## src/rtl/cpu_cu.sv

```systemverilog
// cpu_cu: RISC16 control unit FSM (fetch, decode, exec/mem); optional single-step via CU_STEP_EN.
// 3 cycles per instruction with mem_rdy=1; each mem_rdy=0 cycle in FETCH or MEM stalls one cycle.
module cpu_cu #(
    parameter int IR_W  = 16,
    parameter int CNT_W = 16
) (
    input  logic             clk,
    input  logic             rst,
`ifdef CU_STEP_EN
    input  logic             step,
`endif
    input  logic [IR_W-1:0]  ir,
    input  logic             zero,
    input  logic             mem_rdy,
    output logic             ir_ld,
    output logic             pc_inc,
    output logic             pc_ld,
    output logic             we,
    output logic             s_sel,
    output logic [3:0]       alu_op,
    output logic             addr_sel,
    output logic             mem_we,
    output logic             halted,
    output logic [CNT_W-1:0] instr_cnt
);

    localparam logic [2:0] S_RESET  = 3'd0;
    localparam logic [2:0] S_FETCH  = 3'd1;
    localparam logic [2:0] S_DECODE = 3'd2;
    localparam logic [2:0] S_EXEC   = 3'd3;
    localparam logic [2:0] S_MEM    = 3'd4;
    localparam logic [2:0] S_HALT   = 3'd5;
`ifdef CU_STEP_EN
    localparam logic [2:0] S_STEP_WAIT = 3'd6;
    localparam logic [2:0] S_AFTER     = S_STEP_WAIT;
`else
    localparam logic [2:0] S_AFTER     = S_FETCH;
`endif

    localparam logic [3:0] OP_LD  = 4'hA;
    localparam logic [3:0] OP_ST  = 4'hB;
    localparam logic [3:0] OP_JMP = 4'hC;
    localparam logic [3:0] OP_JZ  = 4'hD;
    localparam logic [3:0] OP_JNZ = 4'hE;
    localparam logic [3:0] OP_HLT = 4'hF;

    logic [2:0]       state_q, state_d;
    logic [CNT_W-1:0] cnt_q, cnt_d;
    logic             retire;
    logic [3:0]       opcode;
    logic             is_alu;
    logic             unused_ir;

    assign opcode    = ir[IR_W-1 -: 4];
    assign is_alu    = (opcode >= 4'h1) && (opcode <= 4'h9);
    assign unused_ir = ^ir[IR_W-5:0];
    assign instr_cnt = cnt_q;

`ifdef CU_STEP_EN
    logic step_q, step_d;
    logic step_rise;
    assign step_d    = step;
    assign step_rise = step && !step_q;
`endif

    always_comb begin
        state_d  = state_q;
        retire   = 1'b0;
        ir_ld    = 1'b0;
        pc_inc   = 1'b0;
        pc_ld    = 1'b0;
        we       = 1'b0;
        s_sel    = 1'b0;
        alu_op   = 4'h0;
        addr_sel = 1'b0;
        mem_we   = 1'b0;
        halted   = 1'b0;
        case (state_q)
            S_RESET: state_d = S_FETCH;
            S_FETCH: begin
                if (mem_rdy) begin
                    ir_ld   = 1'b1;
                    state_d = S_DECODE;
                end
            end
            S_DECODE: begin
                pc_inc = 1'b1;
                if (opcode == OP_LD || opcode == OP_ST) begin
                    state_d = S_MEM;
                end else if (opcode == OP_HLT) begin
                    // HLT retires here, on its way into HALT
                    retire  = 1'b1;
                    state_d = S_HALT;
                end else begin
                    state_d = S_EXEC;
                end
            end
            S_EXEC: begin
                alu_op = opcode;
                we     = is_alu;
                case (opcode)
                    OP_JMP:  pc_ld = 1'b1;
                    OP_JZ:   pc_ld = zero;
                    OP_JNZ:  pc_ld = !zero;
                    default: pc_ld = 1'b0;
                endcase
                retire  = 1'b1;
                state_d = S_AFTER;
            end
            S_MEM: begin
                addr_sel = 1'b1;
                mem_we   = (opcode == OP_ST);
                if (mem_rdy) begin
                    we      = (opcode == OP_LD);
                    s_sel   = (opcode == OP_LD);
                    retire  = 1'b1;
                    state_d = S_AFTER;
                end
            end
            S_HALT: halted = 1'b1;
`ifdef CU_STEP_EN
            S_STEP_WAIT: begin
                if (step_rise) state_d = S_FETCH;
            end
`endif
            default: state_d = S_RESET;
        endcase
        cnt_d = retire ? cnt_q + 1'b1 : cnt_q;
    end

    always_ff @(posedge clk) begin
        if (!rst) begin
            state_q <= S_RESET;
            cnt_q   <= '0;
`ifdef CU_STEP_EN
            step_q  <= 1'b0;
`endif
        end else begin
            state_q <= state_d;
            cnt_q   <= cnt_d;
`ifdef CU_STEP_EN
            step_q  <= step_d;
`endif
        end
    end

endmodule

```

## config.mk

```make
export PLATFORM = sky130hd
export DESIGN_NAME = cpu_cu
export DESIGN_NICKNAME = d
export VERILOG_FILES = /design/src/rtl/cpu_cu.sv
export SDC_FILE = /design/constraint.sdc
export NUM_CORES = 1
export LEC_CHECK = 0
export ABC_AREA = 0
export CORE_MARGIN = 2
export CORE_UTILIZATION = 44
export CTS_CLUSTER_SIZE = 40
export DETAILED_ROUTE_END_ITERATION = 16
export GPL_ROUTABILITY_DRIVEN = 0
export PLACE_DENSITY = 0.88
export SLEW_MARGIN = 5
export SYNTH_ARGS = -nofsm -noshare
export SYNTH_HDL_FRONTEND = slang
export SYNTH_SLANG_ARGS = --single-unit
```

## constraint.sdc

```tcl
create_clock -name clk -period 3.3 [get_ports clk]
set_input_delay 0.33 -clock clk [delete_from_list [all_inputs] [get_ports clk]]
set_output_delay 0.33 -clock clk [all_outputs]
set_load 0.02 [all_outputs]
```

Yosys cells after proc, flatten, opt, wreduce, memory -nomap -nowiden
Index checks and enable logic that the tools add are counted.

storage, ports and cells
  output and inout bits = 28
  register bits = 19
  input port bits = 20
  word-level logic and storage cells = 45

cells by class
  bitwise operators = 1
  reductions and logical operators = 6
  magnitude comparators = 2
  multiplexer cells = 20
  $add $sub $neg = 1
  equality and inequality tests = 13

operators by type and width
  kind                                                  count
  equality test 4 bit (second input constant)           6
  adder 16 x 1 -> 16 bit (second input constant)        1
  one-hot mux 3 bit (5 select lines)                    1
  two-way mux 3 bit                                     4
  two-way mux 1 bit                                     11
  equality test 3 x 2 -> 1 bit (second input constant)  2
  equality test 3 bit (second input constant)           2
  one-hot mux 1 bit (3 select lines)                    2
  >= comparator 4 x 1 -> 1 bit (second input constant)  1
  <= comparator 4 bit (second input constant)           1
  two-way mux 4 bit                                     1
  inequality test 2 bit (second input constant)         2
  equality test 3 x 1 -> 1 bit (second input constant)  1
  logical NOT 3 bit                                     1
  AND reduction 3 bit                                   1
  one-hot mux 1 bit (2 select lines)                    1
  OR reduction 2 bit                                    1
  logical AND 1 bit                                     1
  logical NOT 1 bit                                     1
  logical OR 1 bit                                      1
  NOT 1 bit                                             1

Logic depth before layout (Yosys ltp)
  depth in word-level cells = 4
  mapped depth = 7
  gate-level depth less buffers = 4

Worst setup path before layout
Ideal clock, no wire load.

  kind = register to output
  from = register state_q[2]
  to = output port we
  data required time = 2.970 ns
  arrival = 1.403 ns
  stages on the path, launching flop included = 5
  setup slack = 1.567 ns
  cell sequence = dfxtp_1 > or2b_1 > nor4_1 > and3_1 > a31o_2

between the ends
  longest elaborated chain between the ends = 2

ends and longest elaborated chain
  what                                                                        RTL line  RTL
  from (decl)                                                                 47        logic [2:0] state_q, state_d;
  from (signal assigned)                                                      139       state_q <= state_d;
  equality test 3 bit / equality test 3 x 2 -> 1 bit (equally long branches)  78        case (state_q)
  one-hot mux 1 bit (2 select lines) (*)                                      78
  to (decl)                                                                   18        output logic we,

Every way passes the cells marked *; elsewhere a longest branch is shown, timed or not.

Worst setup path in the final report
Ends and elaborated chain as after synthesis.

==> run metrics <==
status=completed; starting density of the core=between 40% and 50%; Yosys top cell area share=about a third; Vias=1,093; share of cells above drive strength 1=4.85%; Max-Slew Margin vs Limit=about two thirds; Logic pwr share=about an eighth; endpoint class of the critical path=output port; number of global-route vias before repair=962; Worst-Margin Slew=0.468 ns; post-CTS repair timing setup buffer count=0; Slew Limit Fails=0; slowest stage delay, CP=0.60 ns; cells along the critical path=or2b_1, nor4_1, and3_1, a31o_2, clkdlybuf4s50_1; DP Area=1430 um^2; io pins=48; Filler Cell Count=200; largest family of logic cells by synthesized area=simple AND/OR/NAND/NOR gates; RSZ-0062 raised after global routing=no; end point of the critical path=we; Chip Height=53.7 um; DRT Wirelength=~2500 um; cts repair resizes=0; sw power=100 uW; first-pass GRT wire length=4130 um; Post-Synth Adder-Cell Area=1.15%; ys flop type=dfxtp_1; Post-synth EDFFs=0; Post-DRT Antenna Nets=0; required time worst endpoint=between 2 and 3 ns; CTS H-Tree Depth=1; clock network fraction of total power=between 20% and 30%; setup violators final=0; hold slack=0.490 ns; Synth area leaders=dfxtp_1 (35%), a21oi_1 (6.9%), o21ai_0 (5.1%), or3_1 (4.6%), and2_1 (3.5%); hold depth=2; Avg Cell Area, Syn=8.22 um^2; maximum VDD drop=0.262 mV; IO buf count=35; #FFs+latches synth=19; row count=17; NumNets Final=187; core area=about 2300 um^2; FMAX=388 MHz; post-synthesis cell area=around 1100 um^2; Critical Path Source Type=flop; flop-to-flop setup slack=between 1 and 1.5 ns; via/cell ratio=5.66; placed cells=189; Non-Filler Instances=193; final core utilization=between 60% and 70%; Total GRT Usage=~19%; Worst Hold Class=flop to flop; die area=2880 um^2; CTS Sinks=19; Flop pwr share=58.9%; leakage=around 0.48 nW; n_diodes=0; Initial DRT Pass Iterations=4; clk buf depth=2; Compound-Gate Fraction of Synth Area=19.3%; later-pin clock latency in the skew report=0.30 ns; TNS Setup=0 ns; Worst Setup SP=state_q[2]; min Tclk post-route=2.58 ns; Synth Area in XOR/XNOR=0.807%; global route overflow=0; internal power=301 uW; reg2reg start=state_q[1]; Synth Area in Simple Gates=36.2%; die width=53.7 um; area leader, netlist=dfxtp_1; Max-cap violations=0; r2r endpoint=instr_cnt[10]; most common cell in the synthesized netlist=dfxtp_1; flip-flop and latch area=between 300 and 400 um^2; WS Path Type=flop to output port; fin crit share=78.2%; register area share after synthesis=35.1%; Synth warnings=0; multi-input gate area in the final layout=643 um^2; Register-to-Register Path Depth=5; Crit-path slowest cell=clkdlybuf4s50_1; Post-Syn Nets=153; Cell variety after synth=37; # DRC=0; CTS Hold Bufs=0; initial DRC count=18; asr flop ratio synth=0%; CTS clk-pin slew, worst paths=0.10 ns; DP Wirelength=1880 um; Crit Path Max Fanout=9; Synth top cells by count=dfxtp_1 (19), a21oi_1 (15), o21ai_0 (11); Mapped Cells=about 130; mux cell area share after synthesis=1.85%; Fin. Hold Viols=0; clock root cell=clkbuf_4; TritonCTS clock tree=built; Final Cell Area=1450 um^2; largest net degree at the start of global routing=30; Net Sw Frac=24.9%; routed len/inst=13.1 um; initial antenna violation count=0; area grow syn2layout=34.0%; TritonCTS buffer count=3; crit path DAT=2.25 ns; Worst Skew=0.00170 ns; PwrDens=approximately 280 nW/um^2
-- flip-flops by register name, summed over array words and instances, names as in the netlist --
name / flops
instr_cnt: 16
state_q: 3
-- layout make-up --
class / count / share of cell area [%]
clock buffer: 4 / 1.81
timing repair buffer: 36 / 24.6
multi-input combinational: 103 / 44.2
sequential: 19 / 26.2
inverter: 3 / 0.775
tap: 28 / 2.41
-- metal layers --
layer	global-route usage, %	vias up	wire (um)
met5	0	-	0
met4	8.55	0	25
met3	3.61	4	88
met2	33.1	16	1270
met1	24.0	515	1150
li1	-	558	-
-- worst min path at each step --
stage,start,to,slack [ns]
6_report,instr_cnt[15],instr_cnt[15],0.49
5_1_grt,instr_cnt[5],instr_cnt[5],0.53
4_1_cts,instr_cnt[15],instr_cnt[15],0.49
3_5_place_dp,instr_cnt[15],instr_cnt[15],0.48
3_3_place_gp,instr_cnt[15],instr_cnt[15],0.46
2_1_floorplan,rst,state_q[0],0.47
-- cells in the final DEF, fill, tap and decap left out, drive strengths merged, types with 5 or more instances in the layout --
cell type / instances
and2: 6
clkdlybuf4s50: 35
or4: 5
o21ai: 11
or3: 8
nand3: 6
a21oi: 15
nand2: 9
dfxtp: 19
-- power groups by stage --
stage	combinational, mW	sequential, mW	clock (mW)
6_report	0.0475	0.236	0.118
5_1_grt	0.0517	0.237	0.129
4_1_cts	0.0474	0.237	0.121
3_5_place_dp	0.0473	0.242	0
3_3_place_gp	0.0459	0.241	0
2_1_floorplan	0.0279	0.240	0
-- per-stage QoR --
| stage | power (mW) | setup slack [ns] |
|---|---|---|
| 2_1_floorplan | 0.268 | 1.57 |
| 3_3_place_gp | 0.287 | 0.850 |
| 3_5_place_dp | 0.289 | 0.827 |
| 4_1_cts | 0.405 | 0.736 |
| 5_1_grt | 0.418 | 0.599 |
| 6_report | 0.402 | 0.720 |
-- cells by family after synthesis --
family,count (synthesis)
multiplexers,2
adder cells (fa/ha/maj),1
AO/OA/AOI/OAI,35
XOR/XNOR,1
AND/OR/NAND/NOR,64
flip-flops,19
buffers and inverters,10
-- worst max-delay path: cells and delay by family, from the launching register on --
family                 cells  cell delay, ns
AO/OA/AOI/OAI              1            0.10
AND/OR/NAND/NOR            3            0.79
flip-flops                 1            0.45
buffers and inverters      1            0.60
Note: power is estimated with default switching activity, not from simulation.
